## src/rtl/fifo_buffer_pkg.sv

```systemverilog
// rtl/fifo_buffer_pkg.sv - shared word format and FIFO default constants
// Shared by the FIFO and the downstream destination arbiter.
package fifo_buffer_pkg;

    localparam int FB_DATA_WIDTH = 10;
    localparam int FB_DEST_MSB   = 9;
    localparam int FB_DEST_LSB   = 8;
    localparam int FB_DEST_W     = FB_DEST_MSB - FB_DEST_LSB + 1;

    localparam int FB_DEPTH      = 8;
    localparam int FB_AF_TH      = 6;
    localparam int FB_AE_TH      = 2;

    typedef logic [FB_DATA_WIDTH-1:0] fb_word_t;
    typedef logic [FB_DEST_W-1:0]     fb_dest_t;

    typedef struct packed {
        logic empty;
        logic almost_empty;
        logic almost_full;
        logic full;
    } fb_flags_t;

endpackage

```

## src/rtl/fifo_buffer_if.sv

```systemverilog
// rtl/fifo_buffer_if.sv - push/pop handshake and status bundle for fifo_buffer
// level exposes the registered occupancy for monitoring.
interface fifo_buffer_if #(
    parameter int DATA_WIDTH = 10,
    parameter int DEPTH      = 8
);
    logic                     push;
    logic                     pop;
    logic [DATA_WIDTH-1:0]    data_in;
    logic [DATA_WIDTH-1:0]    data_out;
    logic                     valid_out;
    logic                     empty;
    logic                     full;
    logic                     almost_empty;
    logic                     almost_full;
    logic                     fifo_error;
    logic [$clog2(DEPTH):0]   level;

    modport master (
        output push, pop, data_in,
        input  data_out, valid_out, empty, full, almost_empty, almost_full,
               fifo_error, level
    );

    modport slave (
        input  push, pop, data_in,
        output data_out, valid_out, empty, full, almost_empty, almost_full,
               fifo_error, level
    );

endinterface

```

## src/rtl/fifo_buffer_mem.sv

```systemverilog
// rtl/fifo_buffer_mem.sv - DEPTH x DATA_WIDTH register array storage
// Synchronous write, combinational read; contents are deliberately not reset.
module fifo_mem
    import fifo_buffer_pkg::*;
#(
    parameter int DATA_WIDTH = FB_DATA_WIDTH,
    parameter int DEPTH      = FB_DEPTH,
    parameter int ADDR_W     = $clog2(DEPTH)
) (
    input  logic                  clk,
    input  logic                  we,
    input  logic [ADDR_W-1:0]     waddr,
    input  logic [DATA_WIDTH-1:0] wdata,
    input  logic [ADDR_W-1:0]     raddr,
    output logic [DATA_WIDTH-1:0] rdata
);

    logic [DATA_WIDTH-1:0] mem [DEPTH];

    always_ff @(posedge clk) begin
        if (we) begin
            mem[waddr] <= wdata;
        end
    end

    assign rdata = mem[raddr];

endmodule

```

## src/rtl/fifo_buffer.sv

```systemverilog
// rtl/fifo_buffer.sv - circular-buffer FIFO with registered read and sticky error
// Pointers, occupancy, flag decode and error tracking; storage lives in fifo_mem.
module fifo_buffer
    import fifo_buffer_pkg::*;
#(
    parameter int DATA_WIDTH = FB_DATA_WIDTH,
    parameter int DEPTH      = FB_DEPTH,
    parameter int AF_TH      = FB_AF_TH,
    parameter int AE_TH      = FB_AE_TH
) (
    input  logic          clk,
    input  logic          reset,
    fifo_buffer_if.slave  bus
);

    localparam int PTR_W = $clog2(DEPTH);
    localparam int CNT_W = PTR_W + 1;

    localparam logic [CNT_W-1:0] CNT_FULL = CNT_W'(DEPTH);
    localparam logic [CNT_W-1:0] CNT_AF   = CNT_W'(AF_TH);
    localparam logic [CNT_W-1:0] CNT_AE   = CNT_W'(AE_TH);

    logic [PTR_W-1:0]      wr_ptr;
    logic [PTR_W-1:0]      rd_ptr;
    logic [CNT_W-1:0]      count;
    logic [DATA_WIDTH-1:0] rd_word;
    logic [DATA_WIDTH-1:0] data_q;
    logic                  valid_q;
    logic                  error_q;
    fb_flags_t             flags;

    logic push_ok;
    logic pop_ok;
    logic overflow;
    logic underflow;

    // Flags come from the registered count only, never from push/pop.
    always_comb begin
        flags              = '0;
        flags.empty        = (count == '0);
        flags.full         = (count == CNT_FULL);
        flags.almost_empty = (count <= CNT_AE);
        flags.almost_full  = (count >= CNT_AF);
    end

    // A push into a full FIFO is still taken when a pop frees the slot on the same edge.
    always_comb begin
        pop_ok    = bus.pop && !flags.empty;
        push_ok   = bus.push && (!flags.full || pop_ok);
        overflow  = bus.push && flags.full && !pop_ok;
        underflow = bus.pop && flags.empty;
    end

    fifo_mem #(
        .DATA_WIDTH (DATA_WIDTH),
        .DEPTH      (DEPTH),
        .ADDR_W     (PTR_W)
    ) u_mem (
        .clk   (clk),
        .we    (push_ok),
        .waddr (wr_ptr),
        .wdata (bus.data_in),
        .raddr (rd_ptr),
        .rdata (rd_word)
    );

    always_ff @(posedge clk or negedge reset) begin
        if (!reset) begin
            wr_ptr  <= '0;
            rd_ptr  <= '0;
            count   <= '0;
            data_q  <= '0;
            valid_q <= 1'b0;
            error_q <= 1'b0;
        end else begin
            if (push_ok) begin
                wr_ptr <= wr_ptr + PTR_W'(1);
            end
            if (pop_ok) begin
                rd_ptr <= rd_ptr + PTR_W'(1);
                data_q <= rd_word;
            end
            valid_q <= pop_ok;

            case ({push_ok, pop_ok})
                2'b10:   count <= count + CNT_W'(1);
                2'b01:   count <= count - CNT_W'(1);
                default: count <= count;
            endcase

            if (overflow || underflow) begin
                error_q <= 1'b1;
            end
        end
    end

    assign bus.data_out     = data_q;
    assign bus.valid_out    = valid_q;
    assign bus.empty        = flags.empty;
    assign bus.full         = flags.full;
    assign bus.almost_empty = flags.almost_empty;
    assign bus.almost_full  = flags.almost_full;
    assign bus.fifo_error   = error_q;
    assign bus.level        = count;

endmodule

```

## src/flat_wrapper.sv

```systemverilog
// flat-port wrapper written by rule: the top's interface ports become plain ports
module fifo_buffer_flat import fifo_buffer_pkg::*;
#(
    parameter int DATA_WIDTH = FB_DATA_WIDTH,
    parameter int DEPTH      = FB_DEPTH,
    parameter int AF_TH      = FB_AF_TH,
    parameter int AE_TH      = FB_AE_TH
)
  (clk, reset, bus_push, bus_pop, bus_data_in, bus_data_out, bus_valid_out, bus_empty, bus_full, bus_almost_empty, bus_almost_full, bus_fifo_error, bus_level);
  fifo_buffer_if #(.DATA_WIDTH(DATA_WIDTH), .DEPTH(DEPTH)) bus_i ();
  input  logic clk;
  input  logic reset;
  input wire logic [$bits(bus_i.push)-1:0] bus_push;
  input wire logic [$bits(bus_i.pop)-1:0] bus_pop;
  input wire logic [$bits(bus_i.data_in)-1:0] bus_data_in;
  output wire logic [$bits(bus_i.data_out)-1:0] bus_data_out;
  output wire logic [$bits(bus_i.valid_out)-1:0] bus_valid_out;
  output wire logic [$bits(bus_i.empty)-1:0] bus_empty;
  output wire logic [$bits(bus_i.full)-1:0] bus_full;
  output wire logic [$bits(bus_i.almost_empty)-1:0] bus_almost_empty;
  output wire logic [$bits(bus_i.almost_full)-1:0] bus_almost_full;
  output wire logic [$bits(bus_i.fifo_error)-1:0] bus_fifo_error;
  output wire logic [$bits(bus_i.level)-1:0] bus_level;
  assign bus_i.push = bus_push;
  assign bus_i.pop = bus_pop;
  assign bus_i.data_in = bus_data_in;
  assign bus_data_out = bus_i.data_out;
  assign bus_valid_out = bus_i.valid_out;
  assign bus_empty = bus_i.empty;
  assign bus_full = bus_i.full;
  assign bus_almost_empty = bus_i.almost_empty;
  assign bus_almost_full = bus_i.almost_full;
  assign bus_fifo_error = bus_i.fifo_error;
  assign bus_level = bus_i.level;
  fifo_buffer #(.DATA_WIDTH(DATA_WIDTH), .DEPTH(DEPTH), .AF_TH(AF_TH), .AE_TH(AE_TH)) u_core (.clk(clk), .reset(reset), .bus(bus_i));
endmodule
```

## config.mk

```make
export PLATFORM = sky130hd
export DESIGN_NAME = fifo_buffer_flat
export DESIGN_NICKNAME = d
export VERILOG_FILES = /design/src/rtl/fifo_buffer_pkg.sv /design/src/rtl/fifo_buffer_if.sv /design/src/rtl/fifo_buffer_mem.sv /design/src/rtl/fifo_buffer.sv /design/src/flat_wrapper.sv
export SDC_FILE = /design/constraint.sdc
export NUM_CORES = 1
export LEC_CHECK = 0
export BUFFER_PORTS_ARGS = -buffer_cell sky130_fd_sc_hd__buf_2
export CORE_ASPECT_RATIO = 0.75
export CORE_UTILIZATION = 35
export CTS_CLUSTER_SIZE = 24
export DETAILED_ROUTE_END_ITERATION = 10
export GPL_TIMING_DRIVEN = 0
export SLEW_MARGIN = 20
export SYNTH_ARGS = -nofsm -noshare
export SYNTH_HDL_FRONTEND = slang
export SYNTH_SLANG_ARGS = --single-unit
```

## constraint.sdc

```tcl
create_clock -name clk -period 2.6 [get_ports clk]
set_input_delay 0.13 -clock clk [delete_from_list [all_inputs] [get_ports clk]]
set_output_delay 0.13 -clock clk [all_outputs]
set_load 0.005 [all_outputs]
```

==> summary.md <==
| Metric | Value |
|---|---|
| Total Routing Usage GR | `14.7%` |
| Clk buf depth | `2` |
| Dominant synthesized flop cell | `edfxtp_1` |
| Synthesized area | `4130 um2` |
| Buffers on Ports | `33` |
| Logic pwr share | `32.2%` |
| WL/cell | `17.6 um` |
| Most frequent cells in the layout | `edfxtp_1, buf_2, nand2_1, dfrtp_1, mux2_2` |
| CTS clk-pin slew, worst paths | `0.07 ns` |
| Distinct cell type count after synthesis | `34` |
| Met3 Resource Use GR | `4.61%` |
| GRT Residual Overflow | `0` |
| Final core occ | `43.5%` |
| Setup crit start kind | `flip-flop` |
| Max FO, Critical Path | `9` |
| Max_slew headroom | `35.4%` |
| CTS H-Tree Depth | `3` |
| IO Pins | `34` |
| Post-synthesis register bit count | `102` |
| CP Class | `reg2reg` |
| Status | `complete, no violations` |
| Max cap viols | `0` |
| TritonRoute pass-1 iters | `4` |
| Largest net degree at the start of global routing | `23` |
| Min cycle time layout | `2.40 ns` |
| EDFF count, synth | `80` |
| Post-Syn Nets | `275` |
| ANT nets after route | `0` |
| Initial DRC count | `155` |
| Post-synthesis average cell area | `16.1 um2` |
| Ant. Diodes | `0` |
| RSZ-0062 raised after global routing | `false` |
| Met1 usage | `19.0%` |
| Vias in the first global route | `2209` |
| CTS tree | `yes` |
| Switching power total | `1.69 mW` |
| Yosys warning total | `0` |
| Worst reg2reg path endpoint | `u_core.bus.level[2]$_DFFE_PN0P_` |
| Setup violators final | `0` |
| R2r startpoint | `u_core.bus.level[1]$_DFFE_PN0P_` |
| Max-slew violations | `0` |
| Layout Cells excl Fill | `467` |
| P_int | `3.66 mW` |
| Placer Congestion | `0.711` |
| Sw Ratio | `31.5%` |
| Internal reg-to-reg setup slack | `0.20 ns` |
| Initial Util | `36.9%` |
| Met2 GRT Util | `23.9%` |
| Clk Tree Root Cell | `clkbuf_16` |
| WL final | `8230 um` |
| Area growth syn-to-layout | `17.8%` |
| Initial antenna violation count | `0` |
| Post-synthesis sequential area ratio | `71.5%` |
| Die area | `12200 um2` |
| Fmax | `416 MHz` |
| Asr flop ratio synth | `21.6%` |
| Worst vdd ir | `0.405 mV` |
| Hold Crit Start | `bus_data_in[0]` |
| Die width | `127 um` |
| CTS Sinks | `102` |
| Cell count after synthesis | `256` |
| Latest clock arrival within the worst-skew pair | `0.34 ns` |
| Height of the die | `96.1 um` |
| Nets@finish | `324` |
| Worst slew pin tran | `0.965 ns` |
| Gr busiest metal | `met2` |
| CTS Buf Count | `9` |
| Drt drc | `0` |
| Layout Skew | `0.00802 ns` |
| Core area | `11200 um2` |
| Placed insts | `448` |
| Via-per-instance ratio | `4.77` |
| Final hold slack | `0.0523 ns` |
| Hold WC Path Type | `in2reg` |
| Lkg Pwr | `1.79 nW` |
| CP required | `2.83 ns` |
| Total power per unit cell area | `1100 nW/um2` |
| Commonest non-fill, non-tap cell in the layout | `edfxtp_1` |
| Arrival @ worst endpoint | `2.63 ns` |
| Vias | `2229` |
| Power share of the clock group | `24.9%` |
| Worst-case reg-to-reg path depth | `11` |
| Layout cell share with drive strength beyond 1 | `30.0%` |
| Hold Path Sink | `u_core.u_mem.mem[4][0]$_DFFE_PP_` |
| Critical Path Sink Type | `flip-flop` |
| First-pass GRT wire length | `12600 um` |
| Ratio of final minimum period to clock period | `92.4%` |
| Row count | `33` |
| Hold Crit Depth | `1` |
| Reg power frac | `42.8%` |
| HPWL Detailed | `5300 um` |
| Hold Fails Final Rpt | `0` |
-- per-stage QoR --
step	setup TNS [ns]	total power [mW]	instance area, um2	setup WS, ns
after floorplan	0	3.48	4130	0.254
final	0	5.35	4860	0.198
after CTS	-0.426	5.41	4840	-0.0238
after global placement	-9.70	4.00	4490	-0.492
after detailed placement	-1.08	4.06	4520	-0.0568
after global routing	0	5.65	4860	0.0574
-- critical path: stages, from the launching register on --
cell,delay (ns)
dfrtp_1,0.37
buf_2,0.17
or3_4,0.41
o21ai_4,0.21
inv_2,0.09
ha_2,0.23
xor2_1,0.15
ha_1,0.17
a21oi_1,0.14
xor2_1,0.15
nor2_1,0.06
xor2_1,0.14
-- routing by layer --
metal	routed length, um	part of all wire (%)	up-vias
li1	-	-	1071
met1	3650	44	1086
met2	3910	47	66
met3	602	7.3	6
met4	73	0.89	0
met5	0	0	-
-- worst max-delay path by stage --
stage / from / slack [ns] / cells past startpoint / endpoint
3_5_place_dp: u_core.bus.level[3]$_DFFE_PN0P_ / -0.06 / 4 / u_core.u_mem.mem[4][1]$_DFFE_PP_
4_1_cts: u_core.bus.level[3]$_DFFE_PN0P_ / -0.02 / 4 / u_core.u_mem.mem[3][4]$_DFFE_PP_
5_1_grt: u_core.bus.level[1]$_DFFE_PN0P_ / 0.06 / 11 / u_core.bus.level[2]$_DFFE_PN0P_
2_1_floorplan: u_core.bus.level[1]$_DFFE_PN0P_ / 0.25 / 11 / u_core.bus.level[2]$_DFFE_PN0P_
3_3_place_gp: u_core.bus.level[3]$_DFFE_PN0P_ / -0.49 / 4 / u_core.u_mem.mem[0][9]$_DFFE_PP_
6_report: u_core.bus.level[1]$_DFFE_PN0P_ / 0.20 / 11 / u_core.bus.level[2]$_DFFE_PN0P_
-- layout make-up --
type | count | area (um2)
plain buffers | 10 | 92.6
inverters | 2 | 7.51
multi-input cells | 142 | 1100
repair buffers | 38 | 213
flip-flops and latches | 102 | 2950
well taps | 157 | 196
clock inverters | 7 | 72.6
fillers | 1011 | 6330
clock buffers | 9 | 225
-- power by group through the flow --
stage	logic, mW	clock network [mW]	registers, mW
global placement	1.69	0	2.31
floorplan	1.17	0	2.31
CTS	1.74	1.38	2.29
global route	1.89	1.43	2.33
finish	1.72	1.33	2.29
detailed placement	1.73	0	2.33
-- cell usage after synthesis (all sizes together), types with 3 or more instances --
cell,count,area share [%]
mux2i,20,4.8
dfrtp,22,13
nand2b,6,0.91
a21oi,3,0.36
nor2,9,0.82
nor2b,3,0.45
a221o,10,2.4
o21ai,12,1.7
o22ai,11,1.7
ha,5,1.5
xnor2,5,1.1
nor3,3,0.36
nand2,24,2.2
buf,9,2.2
xor2,3,0.64
mux2,21,5.7
edfxtp,80,58
-- cells by family (layout without fill, tap and decap cells) --
| group | after synthesis | count (layout) | share of synthesized area (%) |
|---|---|---|---|
| adder cells (fa/ha/maj) | 5 | 5 | 1.51 |
| AND/OR/NAND/NOR | 49 | 49 | 5.57 |
| multiplexers | 41 | 41 | 10.6 |
| XOR/XNOR | 8 | 8 | 1.70 |
| AO/OA/AOI/OAI | 39 | 39 | 6.73 |
| flip-flops | 102 | 102 | 71.5 |
| buffers and inverters | 12 | 66 | 2.42 |
-- state kept, by name, indices dropped and copies added (netlist names) --
| register | count |
|---|---|
| u_core.bus.level | 4 |
| u_core.u_mem.mem | 80 |
| u_core.rd_ptr | 3 |
| u_core.bus.fifo_error | 1 |
| u_core.bus.data_out | 10 |
| u_core.wr_ptr | 3 |
| u_core.bus.valid_out | 1 |
-- repair_timing --
| action | CTS | global route |
|---|---|---|
| buffers inserted | 0 | 2 |
| endpoints found under the setup margin | 40 | 21 |
| resized for setup | 2 | 2 |
| hold buffers | 1 | 0 |
| pin swaps | 0 | 1 |
| hold endpoints to repair | 22 | 0 |
| cloned | 0 | 0 |
Power figures use the tool's default switching activity.
